**config.mk**
```make
export PLATFORM = sky130hd
export DESIGN_NAME = coin_acceptor_flat
export DESIGN_NICKNAME = d
export VERILOG_FILES = /design/src/rtl/coin_acceptor_if.sv /design/src/rtl/coin_acceptor.sv /design/src/flat_wrapper.sv
export SDC_FILE = /design/constraint.sdc
export NUM_CORES = 1
export LEC_CHECK = 0
export CAP_MARGIN = 30
export CORE_AREA = 2 2 72 74
export CTS_CLUSTER_SIZE = 40
export DETAILED_ROUTE_END_ITERATION = 8
export DIE_AREA = 0 0 74 76
export HOLD_SLACK_MARGIN = 0.12
export PLACE_DENSITY = 0.48
export SYNTH_ARGS = -nofsm -noshare
export SYNTH_HDL_FRONTEND = slang
export SYNTH_SLANG_ARGS = --single-unit
```
**constraint.sdc**
```tcl
create_clock -name clock -period 3.25 [get_ports clock]
set_input_delay 0.65 -clock clock [delete_from_list [all_inputs] [get_ports clock]]
set_output_delay 0.65 -clock clock [all_outputs]
set_load 0.02 [all_outputs]
```
**src/rtl/coin_acceptor_if.sv**
```systemverilog
// ============================================================================
//  coin_acceptor_if : coin slot / vending-side signal bundle for coin_acceptor
//  Revision 1.0
// ============================================================================
`default_nettype none

interface coin_acceptor_if #(
   parameter int AW = 2
);
   logic [1:0]  coin_in;
   logic        enable;
   logic        flush;
   logic [1:0]  deposit;
   logic [1:0]  reject;
   logic [AW:0] count;
   logic        full;
   logic        empty;
   logic        busy;

   modport master (
      output coin_in, enable, flush,
      input  deposit, reject, count, full, empty, busy
   );

   modport slave (
      input  coin_in, enable, flush,
      output deposit, reject, count, full, empty, busy
   );
endinterface

`default_nettype wire

```
**src/rtl/coin_acceptor.sv**
```systemverilog
// ============================================================================
//  coin_acceptor : coin FIFO between the slot and the vending controller,
//                  with bypass, overflow reject and return-lever flush
//  Revision 1.0
// ============================================================================
`default_nettype none

module coin_acceptor #(
   parameter int AW = 2
) (
   input  wire logic        clock,
   input  wire logic        reset,
   coin_acceptor_if.slave   bus
);
   localparam int           DEPTH      = 2**AW;
   localparam logic [AW:0]  FULL_COUNT = (AW+1)'(DEPTH);
   localparam logic [AW:0]  CNT_ONE    = (AW+1)'(1);
   localparam logic [AW-1:0] PTR_ONE   = AW'(1);
   localparam logic [1:0]   COIN_NONE  = 2'd0;

   localparam logic [0:0]   ST_RUN     = 1'b0;
   localparam logic [0:0]   ST_FLUSH   = 1'b1;

   logic [1:0]    r_mem [DEPTH];
   logic [AW-1:0] r_rd_ptr;
   logic [AW-1:0] r_wr_ptr;
   logic [AW:0]   r_count;
   logic [AW:0]   r_flcnt;
   logic [0:0]    r_state;
   logic [1:0]    r_deposit;
   logic [1:0]    r_reject;

   logic          w_have_coin;
   logic          w_full;
   logic          w_empty;
   logic [1:0]    w_head;
   logic          w_park_push;
   logic [1:0]    w_park_reject;

   logic          w_push;
   logic          w_pop;
   logic [1:0]    w_deposit_nxt;
   logic [1:0]    w_reject_nxt;
   logic [0:0]    w_state_nxt;
   logic [AW:0]   w_flcnt_nxt;
   logic [AW:0]   w_count_nxt;

   assign w_have_coin   = (bus.coin_in != COIN_NONE);
   assign w_full        = (r_count == FULL_COUNT);
   assign w_empty       = (r_count == '0);
   assign w_head        = r_mem[r_rd_ptr];

   // Behaviour when nothing leaves the queue: store the coin, or hand it back if no room.
   assign w_park_push   = w_have_coin && !w_full;
   assign w_park_reject = (w_have_coin && w_full) ? bus.coin_in : COIN_NONE;

   always_comb begin
      w_push        = 1'b0;
      w_pop         = 1'b0;
      w_deposit_nxt = COIN_NONE;
      w_reject_nxt  = COIN_NONE;
      w_state_nxt   = r_state;
      w_flcnt_nxt   = r_flcnt;

      case (r_state)
         ST_RUN: begin
            if (bus.flush) begin
               w_state_nxt  = ST_FLUSH;
               w_flcnt_nxt  = r_count;
               w_push       = w_park_push;
               w_reject_nxt = w_park_reject;
            end else if (bus.enable && !w_empty) begin
               // The pop frees a slot, so an arriving coin is taken even when full.
               w_pop         = 1'b1;
               w_deposit_nxt = w_head;
               w_push        = w_have_coin;
            end else if (bus.enable && w_have_coin) begin
               w_deposit_nxt = bus.coin_in;
            end else begin
               w_push       = w_park_push;
               w_reject_nxt = w_park_reject;
            end
         end

         ST_FLUSH: begin
            if (r_flcnt == '0) begin
               w_state_nxt  = ST_RUN;
               w_push       = w_park_push;
               w_reject_nxt = w_park_reject;
            end else begin
               w_pop        = 1'b1;
               w_reject_nxt = w_head;
               w_flcnt_nxt  = r_flcnt - CNT_ONE;
               w_push       = w_have_coin;
               if (r_flcnt == CNT_ONE) begin
                  w_state_nxt = ST_RUN;
               end
            end
         end

         default: begin
            w_state_nxt = ST_RUN;
         end
      endcase
   end

   always_comb begin
      w_count_nxt = r_count;
      case ({w_push, w_pop})
         2'b10:   w_count_nxt = r_count + CNT_ONE;
         2'b01:   w_count_nxt = r_count - CNT_ONE;
         default: w_count_nxt = r_count;
      endcase
   end

   always_ff @(posedge clock or posedge reset) begin
      if (reset) begin
         r_rd_ptr  <= '0;
         r_wr_ptr  <= '0;
         r_count   <= '0;
         r_flcnt   <= '0;
         r_state   <= ST_RUN;
         r_deposit <= COIN_NONE;
         r_reject  <= COIN_NONE;
      end else begin
         r_state   <= w_state_nxt;
         r_flcnt   <= w_flcnt_nxt;
         r_count   <= w_count_nxt;
         r_deposit <= w_deposit_nxt;
         r_reject  <= w_reject_nxt;
         if (w_pop) begin
            r_rd_ptr <= r_rd_ptr + PTR_ONE;
         end
         if (w_push) begin
            r_wr_ptr <= r_wr_ptr + PTR_ONE;
         end
      end
   end

   // Storage needs no reset: contents are only read behind a valid count.
   always_ff @(posedge clock) begin
      if (w_push) begin
         r_mem[r_wr_ptr] <= bus.coin_in;
      end
   end

   assign bus.deposit = r_deposit;
   assign bus.reject  = r_reject;
   assign bus.count   = r_count;
   assign bus.full    = w_full;
   assign bus.empty   = w_empty;
   assign bus.busy    = (r_state == ST_FLUSH);

endmodule

`default_nettype wire

```
**src/flat_wrapper.sv**
```systemverilog
// flat-port wrapper written by rule: the top's interface ports become plain ports
module coin_acceptor_flat 
#(
   parameter int AW = 2
)
  (clock, reset, bus_coin_in, bus_enable, bus_flush, bus_deposit, bus_reject, bus_count, bus_full, bus_empty, bus_busy);
  coin_acceptor_if #(.AW(AW)) bus_i ();
  input  wire logic clock;
  input  wire logic reset;
  input wire logic [$bits(bus_i.coin_in)-1:0] bus_coin_in;
  input wire logic [$bits(bus_i.enable)-1:0] bus_enable;
  input wire logic [$bits(bus_i.flush)-1:0] bus_flush;
  output wire logic [$bits(bus_i.deposit)-1:0] bus_deposit;
  output wire logic [$bits(bus_i.reject)-1:0] bus_reject;
  output wire logic [$bits(bus_i.count)-1:0] bus_count;
  output wire logic [$bits(bus_i.full)-1:0] bus_full;
  output wire logic [$bits(bus_i.empty)-1:0] bus_empty;
  output wire logic [$bits(bus_i.busy)-1:0] bus_busy;
  assign bus_i.coin_in = bus_coin_in;
  assign bus_i.enable = bus_enable;
  assign bus_i.flush = bus_flush;
  assign bus_deposit = bus_i.deposit;
  assign bus_reject = bus_i.reject;
  assign bus_count = bus_i.count;
  assign bus_full = bus_i.full;
  assign bus_empty = bus_i.empty;
  assign bus_busy = bus_i.busy;
  coin_acceptor #(.AW(AW)) u_core (.clock(clock), .reset(reset), .bus(bus_i));
endmodule
```
# Yosys cells after proc, flatten, opt, wreduce, memory -nomap -nowiden
# Memory sizes are Yosys's and may differ from the RTL's.
# Cells that the tools add are included.
# word_totals
reg_bits	15
mem_bits_rw	8
elab_cells	60
memories	1
# classes
addsub	5
n_eq_ne	6
muxes	29
n_bitwise	1
reduce_logical	11
# mem_list
name	depth	width	read_ports	rd_clocked_by_memory_dff	write_ports	line	text
u_core.r_mem	4	2	1	0	1	coin_acceptor.sv:24	logic [1:0] r_mem [DEPTH];
# ops
op	n
2-bit two-way mux	9
1-bit two-way mux	12
3-bit one-hot mux with 2 select lines	2
3-bit zero test	2
3-bit two-way mux	2
1-bit one-hot mux with 2 select lines	3
3-bit by 1-bit subtractor with 3-bit output (second input constant)	2
2-bit by 1-bit adder with 2-bit output (second input constant)	2
1-bit logical AND	4
2-bit != test (second input constant)	2
2-bit one-hot mux with 2 select lines	1
2-bit nonzero test	2
3-bit by 1-bit adder with 3-bit output (second input constant)	1
3-bit by 1-bit == test with 1-bit output (second input constant)	1
3-bit == test (second input constant)	1
2-bit by 1-bit == test with 1-bit output (second input constant)	1
2-bit == test (second input constant)	1
1-bit zero test	2
2-bit AND reduction	1
1-bit inverter	1

# Depth between registers and ports, before layout
# depth
ltp_word	9
ltp_mapped	12
mapped_depth_nobuf	12

# Worst setup path before layout
# OpenSTA, ideal clock, no wires.
# synth_path
path_kind	register -> register
from	register u_core.r_count[2] (netlist: u_core.bus.count[2])
to	register u_core.r_count[2] (netlist: u_core.bus.count[2])
t_arrival_ps	2567
setup_slack_ps	603
path_stages_with_launch	11
path_buffers	0
period_less_slack_ps	2647
path_cell_list	dfrtp_1 nor3b_1 a21boi_2 a211oi_4 inv_1 ha_1 inv_1 fa_1 xor2_1 nor2_1 xor2_1
# synth_via
elab_chain_len	9
elab_cells_between_ends	20
# synth_lines
item	line	text
start, declared	coin_acceptor.sv:27	logic [AW:0] r_count;
start signal, assigned	coin_acceptor.sv:128	r_count <= w_count_nxt;
3-bit == test *	coin_acceptor.sv:49	assign w_full = (r_count == FULL_COUNT);
net bus_full	flat_wrapper.sv:16	output wire logic [$bits(bus_i.full)-1:0] bus_full;
1-bit zero test *	coin_acceptor.sv:54	assign w_park_push = w_have_coin && !w_full;
1-bit logical AND *	coin_acceptor.sv:54	
1-bit two-way mux	coin_acceptor.sv:77	end else if (bus.enable && w_have_coin) begin
1-bit two-way mux	coin_acceptor.sv:72	end else if (bus.enable && !w_empty) begin
1-bit two-way mux	coin_acceptor.sv:67	if (bus.flush) begin
1-bit one-hot mux with 2 select lines *	coin_acceptor.sv:65	case (r_state)
2-bit by 1-bit == test with 1-bit output or 2-bit == test (tied branches)	coin_acceptor.sv:109	case ({w_push, w_pop})
3-bit one-hot mux with 2 select lines or 2-bit nonzero test (tied branches)	n/a	
# Mark *: on every way through the listed nets, which the timed path passes. The rest lies on a longest branch.
# A chain may end at the register's enable or synchronous reset.

# Worst setup path in the final report
# layout_path
from	input bus_flush
to	register u_core.r_count[2] (netlist: u_core.bus.count[2])
# layout_via
elab_chain_len	4
elab_cells_between_ends	8
# layout_lines
item	line	text
start, declared	flat_wrapper.sv:12	input wire logic [$bits(bus_i.flush)-1:0] bus_flush;
1-bit two-way mux	coin_acceptor.sv:67	
1-bit one-hot mux with 2 select lines	coin_acceptor.sv:65	
2-bit by 1-bit == test with 1-bit output or 2-bit == test (tied branches)	coin_acceptor.sv:109	
3-bit one-hot mux with 2 select lines or 2-bit nonzero test (tied branches)	n/a	
# Several ways; a longest one is shown, not always the timed one.

==> metrics.md <==
| Metric | Value |
|---|---|
| Mapped Area | between 1000 and 1500 um2 |
| CTS tree | yes |
| Worst min-delay path startpoint | u_core.r_flcnt[0] |
| Slowest stage delay, CP | between 0.5 and 0.6 ns |
| CP max FO | 7 |
| Final Instance Area | 1480 um2 |
| Effective utilization at floorplan | 24.15% |
| Tmin final | approximately 2.9 ns |
| Clock tree buffer depth | 2 |
| Total number of vias | about 730 |
| Critical-path cell list | clkdlybuf4s50_1 -> or3b_1 -> nor2_1 -> a211oi_4 -> inv_1 -> ha_1 -> inv_1 -> fa_1 -> xor2_1 -> nor2_1 -> xor2_1 |
| IO Count | 16 |
| Fill cells | 491 |
| Post-route DRC | 0 |
| Chip Height | 76 um |
| Core ar. | 4912 um2 |
| Leakage | approximately 0.63 nW |
| Power Density | 968.6 nW/um2 |
| Iter 0 DRT Violations | 33 |
| Synth area leaders | dfrtp_1, edfxtp_1, ha_1 |
| Distinct cells, synth | 34 |
| First-pass GRT wire length | 3677 um |
| Clock Tree Root | clkbuf_8 |
| Reg2Reg Launch Point | u_core.bus.busy |
| Combinational share of power | 51.2% |
| RSZ-0062 raised after global routing | false |
| Reg2Reg Depth | 10 |
| Largest net degree at the start of global routing | 16 |
| Nets | around 130 |
| Sw Pwr | 555.7 uW |
| Total of max-cap violations | 0 |
| Final GP Congestion | 0.7697 |
| Syn_nets | about 110 |
| Tightest Pin Transition | 0.6096 ns |
| Avg Cell Area, Syn | 12.23 um2 |
| Metal3 WL | 73 um |
| Critical R2R Capture | u_core.bus.count[2] |
| Die area | 5624 um2 |
| Wire length on met1 | 1002 um |
| Vias per cell | 3.925 |
| Routed wl met2 | 1024 um |
| YS warnings | 0 |
| Critical Path RT | 3.43 ns |
| CTS HTree Levels | 1 |
| Run status | finished, final reports clean |
| Worst setup EP type | flop |
| Setup crit start kind | input pin |
| # port buffers | 15 |
| Worst rel slew slack | between 50% and 60% |
| Reg clk slew, reported paths | 0.08 ns |
| Vias in the first global route | 805 |
| Commonest non-fill, non-tap cells in the layout | clkdlybuf4s50_1, dfrtp_1, inv_1 |
| Num CTS Buffers | 3 |
| Post-synthesis to final-layout area growth | 24.79% |
| Final Hold Viols | 0 |
| Overall Global Routing Usage | 8.454% |
| Top Metal Used | met4 |
| Row Count | 26 |
| Critical path class | in2reg |
| CP Buf/Inv Count | 3 |
| Post-DP Area | 1431 um2 |
| Worst hold stages | 1 |
| # diodes | 0 |
| Clock skew | 0.003388 ns |
| Post_cts resized | 0 |
| Layout cells sized above 1 | 15.38% |
| Clock power share | 12.3% |
| Hold worst-path end | u_core.r_flcnt[0] |
| Pre-Repair DR Iteration Count | 4 |
| Cell taking the most area after synthesis | dfrtp_1 |
| Final setup vio count | 0 |
| Post-route setup TNS | 0 ns |
| Post-DP HPWL | 1673 um |
| Final core occ | between 30% and 40% |
| CTS Hold Bufs | 0 |
| Synth Register Bits | 23 |
| Achievable frequency | between 300 and 400 MHz |
| Antenna Nets Post-Route | 0 |
| Max Transition Viols Final | 0 |
| HP Class | reg2reg |
| Fin crit share | 89.05% |
| Buffer count from post-CTS setup fixing | 0 |
| Register share of total power | 36.4% |
| Clock Latency Late Sink | between 0.2 and 0.3 ns |
| Worst vdd ir | 0.2242 mV |
| Seq/Total Area, Yosys | 51.90% |
| Cell count after synthesis | 97 |
| Clock sinks | 23 |
| Initial antenna violation count | 0 |
| Worst path slowest cell | or3b_1 |
| Synth top area share | 31.65% |
| Switching share of total power | 38.76% |
| Routed WL | 2142 um |
| Die width | 74 um |
| Top delay family on crit path | simple AND/OR/NAND/NOR gates |
| CP arrival | 3.08 ns |
| Routed len/inst | ~11 um |
| Cell-internal power | 877.9 uW |
| R2r setup slk | 0.78 ns |
| Gr ovfl total | 0 |
## power groups by stage
stage               Clock, mW  Combinational (mW)  Sequential (mW)
finish                  0.177               0.735            0.522
global route            0.200               0.828            0.542
CTS                     0.186               0.746            0.524
detailed placement          0               0.743            0.530
global placement            0               0.726            0.528
floorplan                   0               0.482            0.554
## how the worst max path moves through the flow
stage          slack, ns                start  cells past startpoint                   to
2_1_floorplan       0.60  u_core.bus.count[2]                     10  u_core.bus.count[2]
3_3_place_gp        0.18            bus_flush                     11  u_core.bus.count[2]
3_5_place_dp        0.07            bus_flush                     11  u_core.bus.count[2]
4_1_cts             0.35            bus_flush                     11  u_core.bus.count[2]
5_1_grt             0.23            bus_flush                     11  u_core.bus.count[2]
6_report            0.36            bus_flush                     11  u_core.bus.count[2]
## flip-flops by register name (all words and copies together) (netlist names)
register / cells
u_core.r_mem: 8
u_core.r_wr_ptr: 2
u_core.r_rd_ptr: 2
u_core.bus.reject: 2
u_core.bus.busy: 1
u_core.r_flcnt: 3
u_core.bus.count: 3
u_core.bus.deposit: 2
## per-layer routing
layer  track usage, %  up-vias
met5                0        -
met4            4.364        0
met3            1.323        4
met2            13.30       12
met1            11.02      346
li1                 -      372
## through the flow
stage / power (mW) / setup WS, ns / cells / hold slack [ns]
global placement: 1.254 / 0.1807 / 183 / 0.5067
global route: 1.569 / 0.2264 / 187 / 0.5546
finish: 1.434 / 0.3560 / 187 / 0.5184
floorplan: 1.037 / 0.6031 / 97 / 0.4746
detailed placement: 1.273 / 0.07307 / 183 / 0.5028
CTS: 1.456 / 0.3542 / 187 / 0.5164
## synth_stat cells, drive strengths merged
library cell,number
nor3,3
and2,5
o21bai,1
a22oi,2
nor2,8
mux2i,1
nor3b,1
or3b,1
inv,11
or3,1
a221o,2
xnor2,3
mux2,1
dfrtp,15
nand2,6
clkbuf,1
mux4,2
nor4b,1
nand2b,1
xor2,3
ha,8
a21boi,1
edfxtp,8
buf,1
o211a,1
a21oi,3
o21ai,1
and2b,1
a211oi,2
o2bb2ai,1
fa,1
## layout make-up
class                      instances  area [um2]  share of cell area (%)
sequential                        23       615.6                   41.59
multi-input combinational         61       514.2                   34.74
timing repair buffer              18       172.7                   11.67
tap                               70       87.58                   5.917
clock buffer                       3       41.29                   2.790
inverter                          11       41.29                   2.790
clock inverter                     1       7.507                  0.5072
## kinds of logic (layout without fill, tap and decap cells)
kind of cell	count (synthesis)	in the layout	share of synthesized area [%]
and+or+nand+nor	28	28	12.66
DFF	23	23	51.90
AOI/OAI and AO/OA	14	14	10.23
buffers and inverters	13	33	4.746
adders and majority gates	9	9	10.13
xor gates and xnor gates	6	6	4.431
muxes	4	4	5.907
## worst reg2reg max path, cell delays in order (launching register included)
cell and delay [ns]:
dfrtp_1 0.48, or3b_1 0.52, nor2_1 0.22, a211oi_4 0.09, inv_1 0.08, ha_1 0.17, inv_1 0.06, fa_1 0.37
xor2_1 0.15, nor2_1 0.12, xor2_1 0.16
Power figures use the tool's default switching activity.
